<file path="src/rtl/cam_gray_writer_pkg.sv">
// Shared definitions for the grayscale frame writer: FSM states, luma
// weights, RGB565 field positions and the channel widening helpers.
package cam_gray_writer_pkg;

    typedef enum logic [1:0] {
        ST_IDLE   = 2'd0,
        ST_ACTIVE = 2'd1,
        ST_FLUSH  = 2'd2,
        ST_SKIP   = 2'd3
    } state_t;

    // BT.601-style luma weights scaled by 256
    localparam int COEF_R = 77;
    localparam int COEF_G = 150;
    localparam int COEF_B = 29;

    // Bit offsets of the channels inside an RGB565 word
    localparam int R_LSB = 11;
    localparam int G_LSB = 5;
    localparam int B_LSB = 0;

    // Widen a 5-bit channel by replicating its top bits into the LSBs
    function automatic logic [7:0] expand5(input logic [4:0] v);
        return {v, v[4:2]};
    endfunction

    // Widen a 6-bit channel by replicating its top bits into the LSBs
    function automatic logic [7:0] expand6(input logic [5:0] v);
        return {v, v[5:4]};
    endfunction

endpackage

</file>
<file path="src/rtl/cam_gray_writer_if.sv">
// Pixel-in / frame-buffer-out / SoC handshake bundle of the gray writer.
// slave is the writer side, master is the camera/SoC/memory side.
interface cam_gray_writer_if #(
    parameter int ADDR_W = 18
);
    logic [15:0]       px_data;
    logic              px_valid;
    logic              frame_start;
    logic              line_end;
    logic              buf_release;
    logic              release_bank;
    logic [ADDR_W-1:0] mem_addr;
    logic [7:0]        mem_data;
    logic              mem_we;
    logic              frame_ready;
    logic              ready_bank;
    logic [1:0]        bank_full;
    logic              err_line;
    logic              err_short;
    logic [7:0]        drop_count;

    modport slave (
        input  px_data, px_valid, frame_start, line_end, buf_release, release_bank,
        output mem_addr, mem_data, mem_we, frame_ready, ready_bank, bank_full,
               err_line, err_short, drop_count
    );

    modport master (
        output px_data, px_valid, frame_start, line_end, buf_release, release_bank,
        input  mem_addr, mem_data, mem_we, frame_ready, ready_bank, bank_full,
               err_line, err_short, drop_count
    );
endinterface

</file>
<file path="src/rtl/cam_gray_writer_rgb565_to_gray.sv">
// Two-stage RGB565 -> 8-bit luma pipeline; valid and write address ride
// alongside the data so the outputs can drive the frame buffer directly.
module rgb565_to_gray
    import cam_gray_writer_pkg::*;
#(
    parameter int AW = 18
) (
    input  logic          pclk,
    input  logic          rst,
    input  logic          in_valid,
    input  logic [15:0]   in_data,
    input  logic [AW-1:0] in_addr,
    output logic          out_valid,
    output logic [7:0]    out_data,
    output logic [AW-1:0] out_addr
);
    logic [7:0]    r8;
    logic [7:0]    g8;
    logic [7:0]    b8;
    logic [15:0]   p_r;
    logic [15:0]   p_g;
    logic [15:0]   p_b;
    logic          s1_valid;
    logic [AW-1:0] s1_addr;

    assign r8 = expand5(in_data[R_LSB +: 5]);
    assign g8 = expand6(in_data[G_LSB +: 6]);
    assign b8 = expand5(in_data[B_LSB +: 5]);

    // Stage 1: weighted channel products (each fits 16 bits)
    always_ff @(posedge pclk or posedge rst) begin
        if (rst) begin
            s1_valid <= 1'b0;
            s1_addr  <= '0;
            p_r      <= '0;
            p_g      <= '0;
            p_b      <= '0;
        end else begin
            s1_valid <= in_valid;
            s1_addr  <= in_addr;
            p_r      <= 16'(COEF_R) * 16'(r8);
            p_g      <= 16'(COEF_G) * 16'(g8);
            p_b      <= 16'(COEF_B) * 16'(b8);
        end
    end

    // Stage 2: sum (max 65280, no overflow) and keep the integer part
    always_ff @(posedge pclk or posedge rst) begin
        if (rst) begin
            out_valid <= 1'b0;
            out_addr  <= '0;
            out_data  <= '0;
        end else begin
            out_valid <= s1_valid;
            out_addr  <= s1_addr;
            out_data  <= 8'((p_r + p_g + p_b) >> 8);
        end
    end
endmodule

</file>
<file path="src/rtl/cam_gray_writer.sv">
// Camera pixel consumer: tracks frame/line position, feeds the luma
// pipeline, writes into a two-bank frame buffer and hands full banks to
// the SoC, dropping frames while both banks are owned by the SoC.
module cam_gray_writer
    import cam_gray_writer_pkg::*;
#(
    parameter int WIDTH  = 320,
    parameter int HEIGHT = 240,
    parameter int ADDR_W = 18
) (
    input  logic             pclk,
    input  logic             rst,
    cam_gray_writer_if.slave bus
);
    // x can run one past WIDTH so an over-long line is still detectable
    localparam int XW = $clog2(WIDTH + 2);
    localparam int YW = $clog2(HEIGHT + 1);
    localparam int OW = ADDR_W - 1;

    state_t            state;
    logic [XW-1:0]     x;
    logic [YW-1:0]     y;
    logic              bank;
    logic              flush_cnt;
    logic [1:0]        bank_full;
    logic              frame_ready;
    logic              ready_bank;
    logic              err_line;
    logic              err_short;
    logic [7:0]        drop_count;
    logic              in_valid;
    logic [15:0]       in_data;
    logic [ADDR_W-1:0] in_addr;

    logic [1:0]        release_mask;
    logic [1:0]        eff_full;
    logic              accept;
    logic [OW-1:0]     lin;

    // A release in the same cycle is applied before any bank choice
    assign release_mask = bus.buf_release ? (2'b01 << bus.release_bank) : 2'b00;
    assign eff_full     = bank_full & ~release_mask;
    assign accept       = (state == ST_ACTIVE) && bus.px_valid && !bus.frame_start
                          && (x < XW'(WIDTH));
    assign lin          = OW'(y) * OW'(WIDTH) + OW'(x);

    assign bus.bank_full   = bank_full;
    assign bus.frame_ready = frame_ready;
    assign bus.ready_bank  = ready_bank;
    assign bus.err_line    = err_line;
    assign bus.err_short   = err_short;
    assign bus.drop_count  = drop_count;

    // Frame/line tracking, bank ownership and pipeline entry register
    always_ff @(posedge pclk or posedge rst) begin
        if (rst) begin
            state       <= ST_IDLE;
            x           <= '0;
            y           <= '0;
            bank        <= 1'b0;
            flush_cnt   <= 1'b0;
            bank_full   <= 2'b00;
            frame_ready <= 1'b0;
            ready_bank  <= 1'b0;
            err_line    <= 1'b0;
            err_short   <= 1'b0;
            drop_count  <= 8'd0;
            in_valid    <= 1'b0;
            in_data     <= '0;
            in_addr     <= '0;
        end else begin
            frame_ready <= 1'b0;
            err_line    <= 1'b0;
            err_short   <= 1'b0;
            bank_full   <= eff_full;
            in_valid    <= accept;
            if (accept) begin
                in_data <= bus.px_data;
                in_addr <= {bank, lin};
            end
            case (state)
                ST_IDLE, ST_SKIP: begin
                    if (bus.frame_start) begin
                        if (eff_full != 2'b11) begin
                            state <= ST_ACTIVE;
                            bank  <= eff_full[0];
                            x     <= '0;
                            y     <= '0;
                        end else begin
                            state <= ST_SKIP;
                            if (drop_count != 8'hFF)
                                drop_count <= drop_count + 8'd1;
                        end
                    end
                end
                ST_ACTIVE: begin
                    if (bus.frame_start) begin
                        err_short <= 1'b1;
                        x         <= '0;
                        y         <= '0;
                    end else if (bus.line_end) begin
                        err_line <= (x != XW'(WIDTH));
                        x        <= '0;
                        y        <= y + YW'(1);
                        if (y == YW'(HEIGHT - 1)) begin
                            state     <= ST_FLUSH;
                            flush_cnt <= 1'b0;
                        end
                    end else if (bus.px_valid && (x != XW'(WIDTH + 1))) begin
                        x <= x + XW'(1);
                    end
                end
                ST_FLUSH: begin
                    if (flush_cnt) begin
                        bank_full   <= eff_full | (2'b01 << bank);
                        frame_ready <= 1'b1;
                        ready_bank  <= bank;
                        state       <= ST_IDLE;
                    end else begin
                        flush_cnt <= 1'b1;
                    end
                end
                default: state <= ST_IDLE;
            endcase
        end
    end

    rgb565_to_gray #(
        .AW (ADDR_W)
    ) u_gray (
        .pclk      (pclk),
        .rst       (rst),
        .in_valid  (in_valid),
        .in_data   (in_data),
        .in_addr   (in_addr),
        .out_valid (bus.mem_we),
        .out_data  (bus.mem_data),
        .out_addr  (bus.mem_addr)
    );
endmodule

</file>
<file path="src/flat_wrapper.sv">
// flat-port wrapper written by rule: the top's interface ports become plain ports
module cam_gray_writer_flat import cam_gray_writer_pkg::*;
#(
    parameter int WIDTH  = 320,
    parameter int HEIGHT = 240,
    parameter int ADDR_W = 18
)
  (pclk, rst, bus_px_data, bus_px_valid, bus_frame_start, bus_line_end, bus_buf_release, bus_release_bank, bus_mem_addr, bus_mem_data, bus_mem_we, bus_frame_ready, bus_ready_bank, bus_bank_full, bus_err_line, bus_err_short, bus_drop_count);
  cam_gray_writer_if #(.ADDR_W(ADDR_W)) bus_i ();
  input  logic pclk;
  input  logic rst;
  input wire logic [$bits(bus_i.px_data)-1:0] bus_px_data;
  input wire logic [$bits(bus_i.px_valid)-1:0] bus_px_valid;
  input wire logic [$bits(bus_i.frame_start)-1:0] bus_frame_start;
  input wire logic [$bits(bus_i.line_end)-1:0] bus_line_end;
  input wire logic [$bits(bus_i.buf_release)-1:0] bus_buf_release;
  input wire logic [$bits(bus_i.release_bank)-1:0] bus_release_bank;
  output wire logic [$bits(bus_i.mem_addr)-1:0] bus_mem_addr;
  output wire logic [$bits(bus_i.mem_data)-1:0] bus_mem_data;
  output wire logic [$bits(bus_i.mem_we)-1:0] bus_mem_we;
  output wire logic [$bits(bus_i.frame_ready)-1:0] bus_frame_ready;
  output wire logic [$bits(bus_i.ready_bank)-1:0] bus_ready_bank;
  output wire logic [$bits(bus_i.bank_full)-1:0] bus_bank_full;
  output wire logic [$bits(bus_i.err_line)-1:0] bus_err_line;
  output wire logic [$bits(bus_i.err_short)-1:0] bus_err_short;
  output wire logic [$bits(bus_i.drop_count)-1:0] bus_drop_count;
  assign bus_i.px_data = bus_px_data;
  assign bus_i.px_valid = bus_px_valid;
  assign bus_i.frame_start = bus_frame_start;
  assign bus_i.line_end = bus_line_end;
  assign bus_i.buf_release = bus_buf_release;
  assign bus_i.release_bank = bus_release_bank;
  assign bus_mem_addr = bus_i.mem_addr;
  assign bus_mem_data = bus_i.mem_data;
  assign bus_mem_we = bus_i.mem_we;
  assign bus_frame_ready = bus_i.frame_ready;
  assign bus_ready_bank = bus_i.ready_bank;
  assign bus_bank_full = bus_i.bank_full;
  assign bus_err_line = bus_i.err_line;
  assign bus_err_short = bus_i.err_short;
  assign bus_drop_count = bus_i.drop_count;
  cam_gray_writer #(.WIDTH(WIDTH), .HEIGHT(HEIGHT), .ADDR_W(ADDR_W)) u_core (.pclk(pclk), .rst(rst), .bus(bus_i));
endmodule
</file>
<file path="config.mk">
export PLATFORM = sky130hd
export DESIGN_NAME = cam_gray_writer_flat
export DESIGN_NICKNAME = d
export VERILOG_FILES = /design/src/rtl/cam_gray_writer_pkg.sv /design/src/rtl/cam_gray_writer_if.sv /design/src/rtl/cam_gray_writer_rgb565_to_gray.sv /design/src/rtl/cam_gray_writer.sv /design/src/flat_wrapper.sv
export SDC_FILE = /design/constraint.sdc
export NUM_CORES = 1
export LEC_CHECK = 0
export BUFFER_PORTS_ARGS = -buffer_cell sky130_fd_sc_hd__buf_2
export CORE_MARGIN = 1
export CORE_UTILIZATION = 66
export CTS_CLUSTER_DIAMETER = 150
export DETAILED_ROUTE_END_ITERATION = 6
export PLACE_DENSITY_LB_ADDON = 0.25
export SYNTH_ARGS = -nofsm -noshare
export SYNTH_HDL_FRONTEND = slang
export SYNTH_SLANG_ARGS = --single-unit
</file>
<file path="constraint.sdc">
create_clock -name pclk -period 10.6 [get_ports pclk]
set_input_delay 2.12 -clock pclk [delete_from_list [all_inputs] [get_ports pclk]]
set_output_delay 2.12 -clock pclk [all_outputs]
set_load 0.02 [all_outputs]
</file>
# [Yosys cells after proc, flatten, opt, wreduce, memory -nomap -nowiden]
# Cells that the tools add are included.
[classes] add_sub_neg=6 mul=4 n_lt_le_gt_ge=1 n_eq_ne=16 n_shift=2 mux=32 n_bitwise=4 reduce_logical=16
[ops] operator="9-bit two-way mux" count=5
[ops] operator="8-bit two-way mux" count=4
[ops] operator="7-bit by 8-bit multiplier with 15-bit output (first input constant)" count=2
[ops] operator="2-bit two-way mux" count=9
[ops] operator="9-bit inequality test (second input constant)" count=2
[ops] operator="9-bit case mux with 2 select lines" count=1
[ops] operator="17-bit by 9-bit adder with 17-bit output" count=1
[ops] operator="15-bit by 16-bit adder with 16-bit output" count=1
[ops] operator="16-bit by 13-bit adder with 16-bit output" count=1
[ops] operator="8-bit by 1-bit adder with 8-bit output (second input constant)" count=2
[ops] operator="8-bit case mux with 2 select lines" count=1
[ops] operator="4-bit AND reduction" count=4
[ops] operator="5-bit by 8-bit multiplier with 13-bit output (first input constant)" count=1
[ops] operator="8-bit by 3-bit multiplier with 11-bit output (second input constant)" count=1
[ops] operator="1-bit two-way mux" count=10
[ops] operator="2-bit inequality test (second input constant)" count=5
[ops] operator="9-bit by 1-bit adder with 9-bit output (second input constant)" count=1
[ops] operator="9-bit less-than comparator (second input constant)" count=1
[ops] operator="8-bit equality test (second input constant)" count=1
[ops] operator="8-bit inequality test (second input constant)" count=1
[ops] operator="2-bit case mux with 3 select lines" count=1
[ops] operator="5-bit AND reduction" count=1
[ops] operator="2-bit equality test (second input constant)" count=2
[ops] operator="1-bit logical AND" count=4
[ops] operator="16 further kinds" count=19
[totals] ff_bits=159 inputBits=23

# [Logic depth before layout (Yosys ltp)]
[logic_depth] depth_word=8 depth_mapped=13

# [By module]
# From an unflattened synthesis, not the netlist that was laid out.
[unflattened] hier_cells=878 area_unflattened_um2=9526.6
[modules_own_cells] mod="rgb565_to_gray" instances=1 cells_per_inst=494 area_each_um2=5820.6
[modules_own_cells] mod="cam_gray_writer" instances=1 cells_per_inst=384 area_each_um2=3706.1

# [Least setup slack after synthesis]
# No wires, ideal clock.
[synth_timing] kind="input -> register" start="input port bus_frame_start" end="register u_core.x[8]" setup_ns=0.080 arrival_time_ns=3.388 required_time_ns=10.520 slack_ns=7.132 path_stages=6 path_cell_list="buf_2 -> nand2_1 -> a221oi_4 -> nand2_2 -> or3_1 -> a21oi_1"
[synth_via] elab_chain_len=2 word_cells_on_any_way=5 cone_classes="2 x eq/ne; 2 x mux; 1 x reduce/logical"
[synth_rtl] item="start, declared" line_no="flat_wrapper.sv:14" text="input wire logic [$bits(bus_i.frame_start)-1:0] bus_frame_start;"
[synth_rtl] item="4-bit inequality test (no line) (tied with other cells)"
[synth_rtl] item="4-bit AND reduction (no line) or 9-bit case mux with 2 select lines (tied branches)"
[synth_rtl] item="end signal, assigned" line_no="cam_gray_writer.sv:110" text="x <= x + XW'(1);"
[synth_rtl] item="end, declared" line_no="cam_gray_writer.sv:21" text="logic [XW-1:0] x;"
# Parallel ways exist; a longest one is shown, timed or not.
# A chain may end at the register's enable or synchronous reset.

# [Final worst setup path]
[layout_timing] start="input port bus_frame_start" end="register u_core.in_addr[16]"
[layout_via] elab_chain_len=3
[layout_rtl] item="1-bit zero test" line_no="cam_gray_writer.sv:43" text="assign accept = (state == ST_ACTIVE) && bus.px_valid && !bus.frame_start"
[layout_rtl] item="1-bit logical AND" line_no="cam_gray_writer.sv:43"
[layout_rtl] item="1-bit logical AND" line_no="cam_gray_writer.sv:44" text="&& (x < XW'(WIDTH));"
[layout_rtl] item="end signal, assigned" line_no="cam_gray_writer.sv:79" text="in_addr <= {bank, lin};"
[layout_rtl] item="end, declared" line_no="cam_gray_writer.sv:33" text="logic [ADDR_W-1:0] in_addr;"
# No other way between the ends.

==> impl_metrics.tcl <==
set metrics [dict create \
    outcome "finished clean" \
    tightest_slew_ns 1.00 \
    cts_tree "built" \
    cp-end-kind "flop" \
    fin_crit_sh 0.369 \
    final_antenna_net_count 0 \
    dp.cells 1079 \
    final_nets 1118 \
    die_area_um2 14500 \
    grt_max_degree 83 \
    crit_path_cell_trace "buf_2 -> nor2b_1 -> nand3_1 -> buf_4 -> inv_1 -> o311ai_0 -> o21a_1" \
    yosys_most_used_dff "dfrtp_1" \
    synth_cell_types 55 \
    postCtsSetupRepairBufs 0 \
    multi_input_area_um2 4900 \
    yosysSeqAreaShare 0.430 \
    syn_area_per_cell_um2 10.9 \
    coreArea_um2 13500 \
    maxCapViolCount 0 \
    final_util 0.771 \
    synth-edff-count 0 \
    fin_skew_ns 0.0115 \
    synth_commonest_cells "dfrtp_1 (159), ha_1 (134), inv_1 (91)" \
    post-place-ws_ns 6.27 \
    initialDrtViolationCount 417 \
    crit_fanout 36 \
    die_width_um 120 \
    cts_sinks 159 \
    port_buffers 63 \
    drv_slew 0 \
    synthArstFlopShare 1.00 \
    post_drt_wl_per_cell_um 16.1 \
    die_h_um 120 \
    finalCriticalPeriod_ns 3.91 \
    rows 42 \
    gp_routability_congestion 0.886 \
    netlist_instances 847 \
    drc 0 \
    ys_warn_count 0 \
    cts-root-buf "clkbuf_16" \
    clk_latency_ns 0.43 \
    vias_per_cell 5.70 \
    clockBufferDepth 2 \
    dp_hpwl_um 13100 \
    grt_pass1_wl_um 30200 \
    max_freq_mhz 256 \
    layout.cells.non_filler 1111 \
    wirelength_um 17900 \
    hold_buffers 0 \
    post_cts_resized 0 \
    synth_most_common_cell "dfrtp_1" \
    diodes 0 \
    drive_above_1_share 0.114 \
    path_clk_slew_ns 0.07 \
    nFillCells 878 \
    syn_to_final_growth_pct 12.0 \
    setup_viol 0 \
    yosys-top-cells-area "dfrtp_1 (43%), ha_1 (18%), fa_1 (8.4%)" \
    slew_headroom 0.330 \
    routed-via-count 6338 \
    required_ns 10.92 \
    final_hold_viol_count 0 \
    synth_top_cell_by_area "dfrtp_1" \
    dr.pass1.iters 5 \
    crit_type "in2reg" \
    grt_pass1_vias 6621 \
    synth_top_area_frac 0.430 \
    antenna_found_initial 0 \
    worst_slack_ns 6.69 \
    register_area_um2 3980 \
    syn_area_um2 9260 \
    slowest_stage "inv_1" \
    crit_buf_inv 3 \
    arrival_ns 4.23 \
    critPathTopFamily "buffers and inverters" \
    tns_ns 0 \
    initial_utilization 0.688 \
    grt_usage 0.269 \
    gr-total-overflow 0 \
    syn_nets 1043 \
    rsz0062_at_grt "false" \
    ys_ff_latch 159 \
    cts.htree.levels 4 \
    cts_buffers 17 \
    slowest_delay_ns 0.77 \
    num_io_pins 64 \
    start_kind "primary input" \
    hold_class "reg2reg" \
]
==> cells by family (layout without fill, tap and decap cells) <==
group / Yosys count / after routing / synth area share
AO/OA/AOI/OAI: 156 / 156 / 0.108
XOR/XNOR: 55 / 55 / 0.0520
adder cells (fa/ha/maj): 173 / 173 / 0.265
buffers and inverters: 100 / 188 / 0.0407
flip-flops: 159 / 159 / 0.430
multiplexers: 3 / 3 / 0.00351
AND/OR/NAND/NOR: 201 / 201 / 0.100
==> worst register-to-register path, stage by stage (launching register included) <==
cell and delay, ns:
dfrtp_1 0.53, inv_1 0.19, fa_1 0.53, inv_1 0.05, ha_1 0.32, fa_1 0.47
ha_1 0.35, a21o_1 0.17, a21oi_1 0.22, nor2b_1 0.08, o21a_1 0.19, o41ai_1 0.41
xnor2_1 0.17
==> flip-flops by register name, summed over array words and instances, names as in the netlist <==
signal                   flops
u_core.in_addr              18
u_core.u_gray.out_addr      18
u_core.u_gray.s1_addr       18
u_core.in_data              16
u_core.u_gray.p_g           15
u_core.u_gray.p_r           15
u_core.u_gray.p_b           13
u_core.x                     9
u_core.bus.drop_count        8
u_core.u_gray.out_data       8
u_core.y                     8
u_core.bus.bank_full         2
u_core.state                 2
u_core.bank                  1
u_core.bus.err_line          1
u_core.bus.err_short         1
u_core.bus.frame_ready       1
u_core.bus.ready_bank        1
u_core.flush_cnt             1
u_core.in_valid              1
u_core.u_gray.out_valid      1
u_core.u_gray.s1_valid       1
==> metal layers <==
layer  track usage  share of wire
met5             0              0
met4        0.0895          0.017
met3        0.0538          0.032
met2         0.494           0.54
met1         0.314           0.41
==> stage by stage <==
stage	cell area, µm²	hold slack [ns]
after floorplan	9260	0.331
after global placement	9780	0.333
after detailed placement	9780	0.335
after CTS	10400	0.347
after global routing	10400	0.356
final	10400	0.345
==> final timing paths <==
path                                                     start                                    to  cells past startpoint  slack (ns)
max in group asynchronous                                  rst        u_core.u_gray.p_r[0]$_DFF_PP0_                      3        7.37
hold / removal             u_core.u_gray.s1_addr[13]$_DFF_PP0_  u_core.u_gray.out_addr[13]$_DFF_PP0_                      0        0.34
min in group asynchronous                                  rst   u_core.u_gray.out_addr[3]$_DFF_PP0_                      2        1.80
setup / recovery                               bus_frame_start        u_core.in_addr[16]$_DFFE_PP0P_                      7        6.69
setup reg to reg                 u_core.in_data[3]$_DFFE_PP0P_       u_core.u_gray.p_b[11]$_DFF_PP0_                     12        6.86
hold reg to reg            u_core.u_gray.s1_addr[13]$_DFF_PP0_  u_core.u_gray.out_addr[13]$_DFF_PP0_                      0        0.34
==> cell usage in the layout, fill, tap and decap left out, types with 4 or more instances in the layout <==
master,Yosys,routed
a211oi_1,6,6
a21o_1,16,16
a21oi_1,30,30
a31oi_1,7,7
and3_1,4,4
buf_2,1,63
clkbuf_16,0,17
dfrtp_1,159,159
fa_1,39,39
ha_1,134,134
inv_1,91,90
inv_6,0,6
nand2_1,85,85
nand2b_1,8,8
nand3_1,18,18
nand4_1,10,10
nor2_1,36,36
nor2b_1,7,7
nor3_1,14,14
o21a_1,7,7
o21ai_0,56,56
or3_1,5,5
xnor2_1,31,31
xor2_1,24,24
==> final cells by class <==
type | instances | area share
Timing Repair Buffer | 65 | 0.0319
Multi-Input combinational cell | 588 | 0.473
Sequential cell | 159 | 0.384
Tap cell | 176 | 0.0212
Clock inverter | 12 | 0.0117
Inverter | 91 | 0.0334
Clock buffer | 20 | 0.0450
Power is left out: the tool's default activity adds up to more than one toggle a clock period on the data nets, which glitch-free logic cannot reach.
